File: config.mk
export PLATFORM = sky130hd
export DESIGN_NAME = irq_vector_arbiter
export DESIGN_NICKNAME = d
export VERILOG_FILES = /design/src/rtl/irq_vector_arbiter.sv
export SDC_FILE = /design/constraint.sdc
export NUM_CORES = 1
export LEC_CHECK = 0
export ABC_AREA = 1
export CORE_UTILIZATION = 47
export CTS_CLUSTER_DIAMETER = 200
export DETAILED_ROUTE_END_ITERATION = 8
export HOLD_SLACK_MARGIN = 0.15
export PLACE_DENSITY_LB_ADDON = 0.12
export SYNTH_ARGS = -nofsm -noshare
export SYNTH_HDL_FRONTEND = slang
export SYNTH_SLANG_ARGS = --single-unit
export TNS_END_PERCENT = 30
File: constraint.sdc
create_clock -name clk -period 8.49 [get_ports clk]
set_clock_uncertainty 0.1 [all_clocks]
set_input_delay 2.1225 -clock clk [delete_from_list [all_inputs] [get_ports clk]]
set_output_delay 2.1225 -clock clk [all_outputs]
set_load 0.02 [all_outputs]
File: src/rtl/irq_vector_arbiter.sv
// Priority arbiter and 68000 interrupt-acknowledge responder with a small register file.
// ipl_n lags pending by one cycle; vector strobes appear two cycles after IACK and are held until cpu_as falls.
module irq_vector_arbiter #(
   parameter int          NUM_SRC      = 8,
   parameter logic [7:0]  VEC_BASE_RST = 8'h40,
   parameter logic [7:0]  SPURIOUS_VEC = 8'h18
) (
   input  logic               clk,
   input  logic               reset_n,
   input  logic [15:0]        data_write,
   output logic [15:0]        data_read,
   input  logic [7:0]         addr,
   input  logic               uds,
   input  logic               lds,
   input  logic               rw,
   input  logic               as,
   output logic               ack,
   input  logic [NUM_SRC-1:0] irq_pending,
   input  logic [2:0]         fc,
   input  logic               cpu_as,
   input  logic [2:0]         iack_level,
   output logic [2:0]         ipl_n,
   output logic               iack_dtack,
   output logic               iack_vpa,
   output logic [7:0]         vector_out,
   output logic [NUM_SRC-1:0] iack_clear
);

   typedef enum logic [1:0] {IDLE, SELECT, PRESENT, RELEASE} state_t;

   state_t       state_q, state_d;
   logic         arb_enable_q, autovec_q;
   logic [7:0]   vbase_q;
   logic [2:0]   level_q [NUM_SRC];
   logic [2:0]   last_src_q;
   logic         last_spur_q;
   logic [2:0]   req_lvl_q;
   logic         ack_q;
   logic [15:0]  rd_q;
   logic [2:0]   ipl_q;
   logic         dtack_q, vpa_q;
   logic [7:0]   vec_q;

   logic               wr_lo;
   logic [7:0]         rd_byte;
   logic [NUM_SRC-1:0] lvl_wr;
   logic [2:0]         win_level;
   logic               sel_found;
   logic [2:0]         sel_idx;
   logic               unused_bits;

   // Every register lives in the low byte lane; the upper lane is accepted but inert.
   assign unused_bits = ^{uds, data_write[15:8]};
   assign wr_lo       = as && !rw && lds;

   always_comb begin
      rd_byte = '0;
      lvl_wr  = '0;
      case (addr)
         8'h02:   rd_byte = {6'b0, autovec_q, arb_enable_q};
         8'h06:   rd_byte = vbase_q;
         8'h0A:   rd_byte = {last_spur_q, last_src_q, 1'b0, ~ipl_q};
         default: rd_byte = '0;
      endcase
      for (int i = 0; i < NUM_SRC; i++) begin
         if (addr == 8'(16 + 2 * i)) begin
            rd_byte   = {5'b0, level_q[i]};
            lvl_wr[i] = wr_lo;
         end
      end
   end

   always_comb begin
      win_level = '0;
      for (int i = 0; i < NUM_SRC; i++) begin
         if (irq_pending[i] && (level_q[i] != 3'd0) && (level_q[i] > win_level))
            win_level = level_q[i];
      end
      if (!arb_enable_q)
         win_level = '0;
   end

   // Descending scan so the lowest matching index is the one that sticks.
   always_comb begin
      sel_found = 1'b0;
      sel_idx   = '0;
      for (int i = NUM_SRC - 1; i >= 0; i--) begin
         if (irq_pending[i] && (level_q[i] != 3'd0) && (level_q[i] == req_lvl_q)) begin
            sel_found = 1'b1;
            sel_idx   = 3'(i);
         end
      end
      if (!arb_enable_q)
         sel_found = 1'b0;
   end

   always_comb begin
      state_d = state_q;
      case (state_q)
         IDLE:    if (fc == 3'b111 && cpu_as) state_d = SELECT;
         SELECT:  state_d = PRESENT;
         PRESENT: state_d = RELEASE;
         RELEASE: if (!cpu_as) state_d = IDLE;
         default: state_d = IDLE;
      endcase
   end

   always_ff @(posedge clk) begin
      if (!reset_n) begin
         state_q      <= IDLE;
         arb_enable_q <= 1'b0;
         autovec_q    <= 1'b0;
         vbase_q      <= VEC_BASE_RST;
         for (int i = 0; i < NUM_SRC; i++)
            level_q[i] <= '0;
         last_src_q   <= '0;
         last_spur_q  <= 1'b0;
         req_lvl_q    <= '0;
         ack_q        <= 1'b0;
         rd_q         <= '0;
         ipl_q        <= 3'b111;
         dtack_q      <= 1'b0;
         vpa_q        <= 1'b0;
         vec_q        <= '0;
      end else begin
         state_q <= state_d;
         ack_q   <= as;
         rd_q    <= (as && rw && lds) ? {8'h00, rd_byte} : 16'h0000;

         if (wr_lo && addr == 8'h02) begin
            arb_enable_q <= data_write[0];
            autovec_q    <= data_write[1];
         end
         if (wr_lo && addr == 8'h06)
            vbase_q <= data_write[7:0];
         for (int i = 0; i < NUM_SRC; i++) begin
            if (lvl_wr[i])
               level_q[i] <= data_write[2:0];
         end

         case (state_q)
            IDLE: begin
               ipl_q <= ~win_level;
               if (state_d == SELECT)
                  req_lvl_q <= iack_level;
            end
            SELECT: begin
               if (sel_found) begin
                  vec_q       <= vbase_q + {5'b0, sel_idx};
                  last_src_q  <= sel_idx;
                  last_spur_q <= 1'b0;
                  vpa_q       <= autovec_q;
                  dtack_q     <= !autovec_q;
               end else begin
                  vec_q       <= SPURIOUS_VEC;
                  last_spur_q <= 1'b1;
                  dtack_q     <= 1'b1;
               end
            end
            RELEASE: begin
               if (!cpu_as) begin
                  dtack_q <= 1'b0;
                  vpa_q   <= 1'b0;
                  vec_q   <= '0;
               end
            end
            default: ;
         endcase
      end
   end

   // The clear pulse is combinational so it reflects pending as seen in SELECT itself.
   assign iack_clear = (reset_n && state_q == SELECT && sel_found)
                       ? (NUM_SRC'(1) << sel_idx) : '0;

   assign ack        = ack_q;
   assign data_read  = rd_q;
   assign ipl_n      = ipl_q;
   assign iack_dtack = dtack_q;
   assign iack_vpa   = vpa_q;
   assign vector_out = vec_q;

endmodule

==> flow_summary.json <==
{
  "outcome": "complete, but fails checks",
  "violations": "setup timing",
  "gp_congestion": 0.872,
  "fin_crit_ns": 8.69,
  "arrival_ns": 8.87,
  "rsz0062_at_grt": "yes",
  "drv_slew": 0,
  "root_buffer": "clkbuf_8",
  "r2r_start": "level_q[0][0]",
  "clock_path_buffers": 2,
  "drc": 0,
  "hold_viol_final": 0,
  "hold_path.class": "register to register",
  "grt_pass1_wl_um": 18200,
  "synthFlopType": "dfxtp_1",
  "initial_core_util": 0.483,
  "die_area_um2": 9300,
  "yosysMostFrequentCell": "nand2_1",
  "dr_total_vias": 4158,
  "port_buffers": 65,
  "setup_violations": 3,
  "fp.coreArea_um2": 8680,
  "drtIter0Drc": 233,
  "synth_common_cells": "97 x nand2_1, 85 x inv_1, 79 x nor2_1, 41 x dfxtp_1, 31 x o21ai_0",
  "worstSetupPathType": "input pin to register",
  "wl_um": 11500,
  "post_drt_wl_per_cell_um": 14.3,
  "p_leak_uw": 0.00248,
  "cts.clk_slew.worst_paths_ns": 0.08,
  "hold_path_startpoint": "vbase_q[2]",
  "placed_cells": 766,
  "synth_top_area_cell": "dfxtp_1",
  "drive_above_1_share": 0.211,
  "fin_util": 0.668,
  "synth_edf_count": 24,
  "cp_data_required_time_ns": 8.67,
  "avgSynthCellArea_um2": 7.29,
  "finalSetupTns_ns": -0.540,
  "setup_slack_ns": -0.204,
  "hpwl_um": 8700,
  "hold_buffers": 0,
  "holdPathEnd": "vbase_q[2]",
  "nets": 754,
  "die_w_um": 96.5,
  "cpPeakStageDelay_ns": 0.29,
  "rows": 34,
  "swShare": 0.317,
  "max_slew.worst_pin.slew_ns": 0.598,
  "vias_per_cell": 5.17,
  "grtUsageTotal": 0.260,
  "synth-async-reset-ratio": 0,
  "reg2reg_setup_slack_ns": 0.93,
  "p_per_area_nw_per_um2": 164,
  "seq_area_frac_synth": 0.368,
  "synth_area_leaders": "dfxtp_1 20%, edfxtp_1 17%, nand2_1 8.7%, inv_1 7.6%, nor2_1 7.1%",
  "yosysWarningCount": 0,
  "whs_path_depth": 2,
  "cp_num_buf_inv": 8,
  "p_switching_uw": 300,
  "die_h_um": 96.5,
  "crit_fanout": 6,
  "fmax_mhz": 115,
  "p_clk_frac": 0.311,
  "rr_worst_depth": 57,
  "htree_levels": 3,
  "peakVddDrop_v": 0.000110,
  "antenna_found_initial": 0,
  "syn_area_um2": 4190,
  "ios": 83,
  "power.internal_uw": 648,
  "synth_top_cell_area_share": 0.196,
  "cts_tree": "yes",
  "n_antenna_cell": 0,
  "yosysUniqueCellTypes": 46,
  "cp_top_family": "simple AND/OR/NAND/NOR gates",
  "reg2reg_to": "ipl_n[0]",
  "clkLatencyLatePin_ns": 0.35,
  "pwr-share-seq": 0.371,
  "maxCapViolCount": 0,
  "slew_headroom": 0.601,
  "grt_pass1_vias": 3926,
  "grt_max_degree": 37,
  "dp_slack_ns": -1.37,
  "fin_cells": 805,
  "synthCells": 575,
  "start_kind": "input pin",
  "grt_overflow": 0,
  "cts_sinks": 65,
  "ys_ff_latch": 65,
  "numCtsBuffers": 9,
  "dr.pass1.iters": 5,
  "slowest_stage": "ha_1",
  "critical_path.endpoint_type": "register",
  "power_frac_comb": 0.318,
  "detail-route-antenna-nets": 0,
  "finalCritPeriodShare": 1.02,
  "area.growth.synth_to_final_pct": 38.3
}
==> metal layers <==
metal	global-route usage	vias to the layer above	routed length, um
met5	0	-	0
met4	0.0870	0	227
met3	0.0462	21	473
met2	0.452	85	5650
met1	0.325	1938	5140
li1	-	2114	-
==> stage by stage <==
step	hold WS (ns)	cell area [um2]	power [uW]
3_5_place_dp	0.363	5170	584
5_1_grt	0.409	5800	1000
3_3_place_gp	0.364	5170	576
2_1_floorplan	0.333	4280	500
6_report	0.381	5800	949
4_1_cts	0.383	5640	916
==> flip-flops by register name (all words and copies together) (netlist names) <==
register and count:
iack_vpa 1, ipl_n 3, iack_dtack 1, level_q 24, autovec_q 1, last_spur_q 1, state_q 2, last_src_q 3
ack 1, data_read 8, vector_out 8, arb_enable_q 1, vbase_q 8, req_lvl_q 3
==> placed cells by master (no fill, tap or decap), types with 10 or more instances in the layout <==
cell              n
nand2_1          85
inv_1            80
nor2_1           75
clkdlybuf4s50_1  64
buf_4            50
dfxtp_1          41
o21ai_0          26
xnor2_1          25
nand3_1          25
edfxtp_1         24
a21oi_1          23
nand2_2          15
inv_2            13
nand3_2          10
ha_1             10
clkbuf_8         10
==> worst max-delay path by stage <==
stage | endpoint | depth (start not counted) | startpoint | slack, ns
2_1_floorplan | ipl_n[2] | 52 | irq_pending[0] | -0.30
3_5_place_dp | ipl_n[0] | 54 | irq_pending[0] | -1.37
3_3_place_gp | ipl_n[2] | 53 | irq_pending[0] | -1.13
4_1_cts | ipl_n[0] | 53 | irq_pending[0] | -0.24
5_1_grt | ipl_n[0] | 53 | irq_pending[0] | -0.59
6_report | ipl_n[0] | 56 | irq_pending[0] | -0.20
==> cell type report <==
cell class                 instances  area [um2]
sequential                        65        1540
tap                              108         135
clock buffer                      12         166
multi-input combinational        405        2500
inverter                          95         359
timing repair buffer             116        1040
clock inverter                     4        56.3
fill                             764        2880
==> tightest hold or removal path, stage by stage (launching register included) <==
cell	delay (ns)
dfxtp_1	0.32
inv_1	0.07
a21oi_1	0.05
==> timing repair <==
action	4_1_cts	5_1_grt
gates cloned	0	0
setup endpoints to repair	3	3
resized for setup	31	28
setup buffers	19	4
pin swaps	44	40
==> power by group through the flow <==
stage,clock (uW),combinational (uW),sequential [uW]
2_1_floorplan,0,144,356
3_3_place_gp,0,218,358
3_5_place_dp,0,226,358
4_1_cts,297,267,351
5_1_grt,313,333,354
6_report,295,302,352
==> cell families (layout without fill, tap and decap cells) <==
logic type	after synthesis	in the layout	synth area share
AO/OA/AOI/OAI	104	104	0.150
other	1	8	0.000894
adder cells (fa/ha/maj)	17	17	0.0525
XOR/XNOR	28	28	0.0585
AND/OR/NAND/NOR	248	248	0.262
buffers and inverters	112	227	0.108
flip-flops	65	65	0.368
No activity file was read; power rests on OpenSTA's default activity.
